$ cat src/rtl/uart_tx_mmio.sv
// Memory-mapped UART transmitter: byte FIFO written over a simple bus,
// drained by an 8N1 serializer with a programmable bit period.
module uart_tx_mmio #(
    parameter int unsigned CLKS_PER_BIT = 868,
    parameter int unsigned FIFO_DEPTH   = 8
) (
    input  logic        clk,
    input  logic        RSTN,
    input  logic        we,
    input  logic [1:0]  addr,
    input  logic [31:0] wdata,
    output logic [31:0] rdata,
    output logic        tx,
    output logic        busy
);

    localparam int unsigned PTR_W  = $clog2(FIFO_DEPTH);
    localparam int unsigned CNT_W  = PTR_W + 1;
    localparam int unsigned BAUD_W = 16;

    localparam logic [BAUD_W-1:0] BAUD_LAST = BAUD_W'(CLKS_PER_BIT - 1);
    localparam logic [CNT_W-1:0]  CNT_FULL  = CNT_W'(FIFO_DEPTH);
    localparam logic [1:0]        ADDR_DATA = 2'd0;
    localparam logic [1:0]        ADDR_STAT = 2'd1;

    typedef enum logic [1:0] {
        IDLE  = 2'd0,
        START = 2'd1,
        DATA  = 2'd2,
        STOP  = 2'd3
    } state_t;

    state_t             state, state_next;
    logic [BAUD_W-1:0]  baud, baud_next;
    logic [7:0]         shift, shift_next;
    logic [2:0]         bit_idx, bit_next;
    logic               tx_next;
    logic               busy_next;
    logic               pop;

    logic [7:0]         mem [FIFO_DEPTH];
    logic [PTR_W-1:0]   wr_ptr, rd_ptr;
    logic [CNT_W-1:0]   count;
    logic               overflow;

    logic               empty, full, push, ovf_set, ovf_clr, baud_last;
    logic               unused;

    assign empty     = (count == '0);
    assign full      = (count == CNT_FULL);
    assign push      = RSTN && we && (addr == ADDR_DATA) && !full;
    assign ovf_set   = we && (addr == ADDR_DATA) && full;
    assign ovf_clr   = we && (addr == ADDR_STAT);
    assign baud_last = (baud == BAUD_LAST);
    assign unused    = ^wdata[31:8];

    // FSM state and serializer registers
    always_ff @(posedge clk) begin
        if (!RSTN) begin
            state   <= IDLE;
            baud    <= '0;
            shift   <= '0;
            bit_idx <= '0;
            tx      <= 1'b1;
            busy    <= 1'b0;
        end else begin
            state   <= state_next;
            baud    <= baud_next;
            shift   <= shift_next;
            bit_idx <= bit_next;
            tx      <= tx_next;
            busy    <= busy_next;
        end
    end

    // Next-state logic: frame sequencing, baud timing, and FIFO pop requests
    always_comb begin
        state_next = state;
        baud_next  = baud;
        shift_next = shift;
        bit_next   = bit_idx;
        tx_next    = tx;
        pop        = 1'b0;

        case (state)
            IDLE: begin
                if (!empty) begin
                    pop        = 1'b1;
                    state_next = START;
                    shift_next = mem[rd_ptr];
                    tx_next    = 1'b0;
                    baud_next  = '0;
                end
            end
            START: begin
                if (baud_last) begin
                    state_next = DATA;
                    tx_next    = shift[0];
                    baud_next  = '0;
                    bit_next   = '0;
                end else begin
                    baud_next = baud + 16'd1;
                end
            end
            DATA: begin
                if (baud_last) begin
                    baud_next  = '0;
                    shift_next = {1'b0, shift[7:1]};
                    if (bit_idx == 3'd7) begin
                        state_next = STOP;
                        tx_next    = 1'b1;
                    end else begin
                        tx_next  = shift[1];
                        bit_next = bit_idx + 3'd1;
                    end
                end else begin
                    baud_next = baud + 16'd1;
                end
            end
            STOP: begin
                if (baud_last) begin
                    baud_next = '0;
                    if (!empty) begin
                        pop        = 1'b1;
                        state_next = START;
                        shift_next = mem[rd_ptr];
                        tx_next    = 1'b0;
                    end else begin
                        state_next = IDLE;
                        tx_next    = 1'b1;
                    end
                end else begin
                    baud_next = baud + 16'd1;
                end
            end
            default: begin
                state_next = IDLE;
                tx_next    = 1'b1;
                baud_next  = '0;
            end
        endcase

        busy_next = (state_next != IDLE);
    end

    // FIFO storage; contents need no reset since pointers and count do
    always_ff @(posedge clk) begin
        if (push) begin
            mem[wr_ptr] <= wdata[7:0];
        end
    end

    // FIFO pointers, occupancy and sticky overflow flag
    always_ff @(posedge clk) begin
        if (!RSTN) begin
            wr_ptr   <= '0;
            rd_ptr   <= '0;
            count    <= '0;
            overflow <= 1'b0;
        end else begin
            if (push) begin
                wr_ptr <= wr_ptr + PTR_W'(1);
            end
            if (pop) begin
                rd_ptr <= rd_ptr + PTR_W'(1);
            end
            case ({push, pop})
                2'b10:   count <= count + CNT_W'(1);
                2'b01:   count <= count - CNT_W'(1);
                default: count <= count;
            endcase
            if (ovf_set) begin
                overflow <= 1'b1;
            end else if (ovf_clr) begin
                overflow <= 1'b0;
            end
        end
    end

    // Combinational register read mux; only STATUS carries data
    always_comb begin
        rdata = '0;
        if (addr == ADDR_STAT) begin
            rdata[0]    = empty;
            rdata[1]    = full;
            rdata[2]    = busy;
            rdata[3]    = overflow;
            rdata[15:8] = 8'(count);
        end
    end

endmodule

$ cat config.mk
export PLATFORM = sky130hd
export DESIGN_NAME = uart_tx_mmio
export DESIGN_NICKNAME = d
export VERILOG_FILES = /design/src/rtl/uart_tx_mmio.sv
export SDC_FILE = /design/constraint.sdc
export NUM_CORES = 1
export LEC_CHECK = 0
export ABC_AREA = 1
export CORE_MARGIN = 8
export CORE_UTILIZATION = 44
export CTS_BUF_LIST = sky130_fd_sc_hd__clkbuf_16
export DETAILED_ROUTE_END_ITERATION = 8
export DONT_BUFFER_PORTS = 1
export PLACE_DENSITY_LB_ADDON = 0.15
export SYNTH_ARGS = -nofsm -noshare
export SYNTH_HDL_FRONTEND = slang
export SYNTH_SLANG_ARGS = --single-unit
$ cat constraint.sdc
create_clock -name clk -period 5.6 [get_ports clk]
set_clock_uncertainty 0.1 [all_clocks]
set_input_delay 0.28 -clock clk [delete_from_list [all_inputs] [get_ports clk]]
set_output_delay 0.28 -clock clk [all_outputs]
set_load 0.02 [all_outputs]
* Word level (Yosys, flattened, before mapping)
Memories as Yosys holds them, arrays and structs flattened. A register that Yosys moved wholly into a read port is not among the register bits.
Cells that the tools add are included.
W data, S select, Z words.
** Word-level totals
- Bits in registers :: 42
- RAM bits :: 64
- Logic and storage cells :: 87
- Memories :: 1
** Operators by class
- $add $sub $neg :: 6
- Eq/ne operators :: 14
- Mux-type cells :: 37
- Reductions and logical operators :: 19
** Memory list
- mem :: depth 8, bits a word 8, read ports 1, clocked after memory_dff 1, wr ports 1, line 41 : logic [7:0] mem [FIFO_DEPTH];
** Operator list (count)
- $mux W16 :: 2
- $pmux W16 S2 :: 1
- $mux W8 :: 3
- $pmux W8 S3 :: 1
- $add A16 B1 Y16 const B :: 1
- $eq A16 B10 Y1 const B :: 1
- $mux W3 :: 5
- $mux W1 :: 13
- $mux W2 :: 5
- $ne A2 B2 Y1 const B :: 5
- $add A3 B1 Y3 const B :: 3
- $mux W4 :: 2
- $pmux W2 S4 :: 1
- $pmux W4 S2 :: 1
- $reduce_and A4 Y1 :: 2
- $reduce_bool A2 Y1 :: 4
- $eq A2 B1 Y1 const B :: 3
- $eq A2 B2 Y1 const B :: 3
- $logic_and A1 B1 Y1 :: 6
- $pmux W3 S2 :: 1
- $add A4 B1 Y4 const B :: 1
- $eq A4 B4 Y1 const B :: 1
- $logic_not A2 Y1 :: 2
- $logic_not A4 Y1 :: 1
- 8 further kinds :: 8

* Logic depth before layout (Yosys ltp)
- Depth in word-level cells :: 6
- Depth in mapped cells :: 16

* Worst setup path after synthesis
No wires, ideal clock.
- Kind :: flip-flop to flip-flop
- Start point :: register baud[0]
- End point :: register count[2]
- Data arrival time :: 1988 ps
- Data required time :: 5385 ps
- Slack :: 3396 ps
- Stages on the path, launching flop included :: 15
- Buffers on the path :: 0
- Period minus slack after synthesis :: 2204 ps
- Cells stage by stage :: dfxtp_1 ha_1 nand2_1 nor2_1 nand2_1 nand2_1 nand3_1 inv_2 ha_1 xor2_1 ha_1 a21oi_1 xnor2_1 o21ai_0 inv_1
** On the way
- Longest elaborated chain between the ends :: 5
- Elaborated cells between the ends (all ways) :: 7
** RTL lines
- start: declaration :: line 34 : logic [BAUD_W-1:0] baud, baud_next;
- start signal: assignment :: line 68 : baud <= baud_next;
- $eq A16 B10 Y1 (*) :: line 54 : assign baud_last = (baud == BAUD_LAST);
- $mux W1 (*) :: line 121 : if (baud_last) begin
- $pmux W1 S2 (*) :: line 85 : case (state)
- via pop :: line 39 : logic pop;
- $eq A2 B1 Y1 / $eq A2 B2 Y1 (equally long branches) :: line 167 : case ({push, pop})
- $pmux W4 S2 / $reduce_bool A2 Y1 (equally long branches)
- end signal: assignment :: line 168 : 2'b10: count <= count + CNT_W'(1);
- end signal: assignment :: line 169 : 2'b01: count <= count - CNT_W'(1);
- end signal: assignment :: line 170 : default: count <= count;
- end: declaration :: line 43 : logic [CNT_W-1:0] count;
Mark *: on every way through the listed nets, which the timed path passes. The rest lies on a longest branch.
A chain may end at the register's enable or synchronous reset.

* Worst setup path in the final report
- Start point :: register state[1]
- End point :: register count[3]
** On the way
- Longest elaborated chain between the ends :: 4
- Elaborated cells between the ends (all ways) :: 7
** RTL lines
- start: declaration :: line 33 : state_t state, state_next;
- start signal: assignment :: line 67 : state <= state_next;
- $eq A2 B2 Y1 / $logic_not A2 Y1 (equally long branches) :: line 85
- $pmux W1 S2 (*) :: line 85
- via pop :: line 39
- $eq A2 B1 Y1 / $eq A2 B2 Y1 (equally long branches) :: line 167
- $pmux W4 S2 / $reduce_bool A2 Y1 (equally long branches)
Marked as above.

==> metrics.csv <==
metric;value;unit
outcome;complete, no violations;
fill_cells;1155;
yosysWarnings;0;
worst_path_most_repeated_cell;nand2_1;
synthToLayoutAreaGrowth;8.15;%
finalMaxSlewViolations;0;
cp.required;5800;ps
synth-seq-cells;109;
clk_latency;360;ps
hold_violations;0;
grt_max_degree;34;
wl_per_cell;14.4;um
setup_ws;2970;ps
cts.clk_slew.worst_paths;70;ps
cp_data_arrival_time;2820;ps
synthDistinctLibCells;37;
synth_seq_area_share;53.2;%
drive_above_1_share;5.05;%
finalWorstPathRequiredPeriod;2630;ps
dieHeight;126;um
met1_length;4.86;mm
setup_viol;0;
nets;678;
mostFrequentLayoutCell;nand2_1;
root_buffer;clkbuf_16;
dp_hpwl;7.51;mm
path_class;reg2reg;
max_freq;380;MHz
rsz0062_at_grt;no;
drc_errors;0;
synth_cells;628;
drt-total-wl;11.3;mm
antenna_found_initial;0;
setup_tns;0;ps
cts_tree;done;
start_util;44.6;%
slew-limit-headroom;28.4;%
ant_nets;0;
postCtsSetupBuffers;0;
layout_common_cells;nand2_1, nor2_1, edfxtp_1;
fp.coreArea;11900;sq um
post-route-period-util;46.9;%
crit_chain;inv_1, ha_1, clkinv_1, nand2_1, nand3_1, inv_2, ha_1, xor2_1, nand3_1, a21oi_1, o21ai_0, nand2_1, nand2_1, nor2_1;
dpl.cell_count;754;
p_leak;2.26;nW
fp.dieArea;15800;sq um
cts_made_buffers;9;
cts.path.max_buffers;2;
grt_pass1_wl;18.4;mm
p_per_area;412;nW/um^2
final_cell_area;5740;sq um
cpMaxStageDelayCell;dfxtp_1;
syn_area;5310;sq um
routed-wl-met2;5.62;mm
cp_max_fo;8;
gr-total-overflow;0;
maxCapViolations;0;
htreeDepth;3;
grt_pass1_vias;3693;
pre_cts_slack;2980;ps
num_antenna_cells;0;
startpoint_type;flip-flop;
drtPass1Iterations;4;
highest_layer;met4;
rows;40;
crit_path_max_incr_delay;350;ps
tightest_slew;1070;ps
stdcell_count;781;
die_x;126;um
seqCellArea;2820;sq um
multi_input_area;2070;sq um
via_per_inst;4.97;
placed_area;5290;sq um
drt_iter0_drc;282;
gp_congestion;0.839;
ios;71;
ir_drop;0.000324;V
cts_sinks;109;
grt_usage;14.7;%
vias;3883;
worstSetupEndpointType;flip-flop;
synth.avg_cell_area;8.46;sq um
port_buffers;0;
wl_met3;674;um
hp-class;in2reg;
synthesized netlist by cell type, drive strengths merged:
library cell	instances	share of area, %
a211oi	1	0.14
a21o	1	0.14
a21oi	35	3.3
a31o	1	0.16
a31oi	10	1.2
buf	35	4.8
clkbuf	10	0.73
clkinv	3	0.24
conb	1	0.071
dfxtp	45	17
edfxtp	64	36
ha	12	2.8
inv	52	3.7
nand2	164	12
nand3	57	5.7
nand4	3	0.35
nor2	89	6.4
nor3	4	0.38
o211a	1	0.19
o21a	2	0.28
o21ai	29	2.9
o221ai	1	0.16
o22ai	1	0.12
xnor2	1	0.16
xor2	6	0.99
sequential cells by signal, indices dropped and copies added, names as in the netlist, named ones only:
name	count
shift	8
tx	1
state	2
mem	64
bit_idx	3
busy	1
rd_ptr	3
count	4
wr_ptr	3
overflow	1
baud	16
through the flow:
step                      power [mW]  hold WS (ps)  util (%)
after detailed placement        1.66           279      44.4
after floorplan                 1.55           279         -
after CTS                       2.38          6.34      48.2
after global placement          1.64           279      44.4
final                           2.36          29.4      48.2
after global routing            2.53          49.3      48.2
layout make-up:
type / instances / share of cell area (%)
Inverter: 55 / 3.62
Sequential cell: 109 / 49.2
Timing Repair Buffer: 12 / 2.05
Clock buffer: 9 / 3.92
Clock inverter: 7 / 2.00
Multi-Input combinational cell: 442 / 36.1
Tap cell: 147 / 3.20
power breakdown:
part / leakage, nW / internal, mW / switching (mW)
registers: 0.942 / 0.906 / 0.0604
clock network: 0.162 / 0.403 / 0.307
logic: 1.16 / 0.214 / 0.473
path summary, 6_finish.rpt:
kind         startpoint    endpoint  slack (ps)  cells past startpoint
max            state[1]    count[3]        2970                     14
min                  we    overflow          30                      3
max reg2reg    state[1]    count[3]        2970                     14
min reg2reg  bit_idx[1]  bit_idx[1]         370                      2
per-layer routing:
layer / vias up / track usage, %
li1: 2012 / -
met1: 1784 / 15.7
met2: 79 / 26.7
met3: 8 / 4.60
met4: 0 / 5.38
met5: - / 0
worst max-delay path: cells and delay by family, from the launching register on:
family / cells / cell delay [ps]
xor gates and xnor gates: 1 / 240
DFF: 1 / 350
AOI/OAI and AO/OA: 2 / 270
adders and majority gates: 2 / 410
and+or+nand+nor: 6 / 710
buffers and inverters: 3 / 480
what timing repair did:
item | 4_1_cts | 5_1_grt
resized for setup | 0 | 0
hold buffers | 11 | 0
endpoints found under the hold margin | 82 | 0
logic make-up (layout without fill, tap and decap cells):
kind of cell / count (synthesis) / count (layout) / synth area share (%)
fa+ha+maj: 12 / 12 / 2.83
other cells: 1 / 24 / 0.0706
compound gates: 82 / 82 / 8.62
flops: 109 / 109 / 53.2
simple gates: 317 / 317 / 24.7
xor+xnor: 7 / 7 / 1.15
buf+inv: 100 / 83 / 9.47
(Power assumes the default switching activity.)
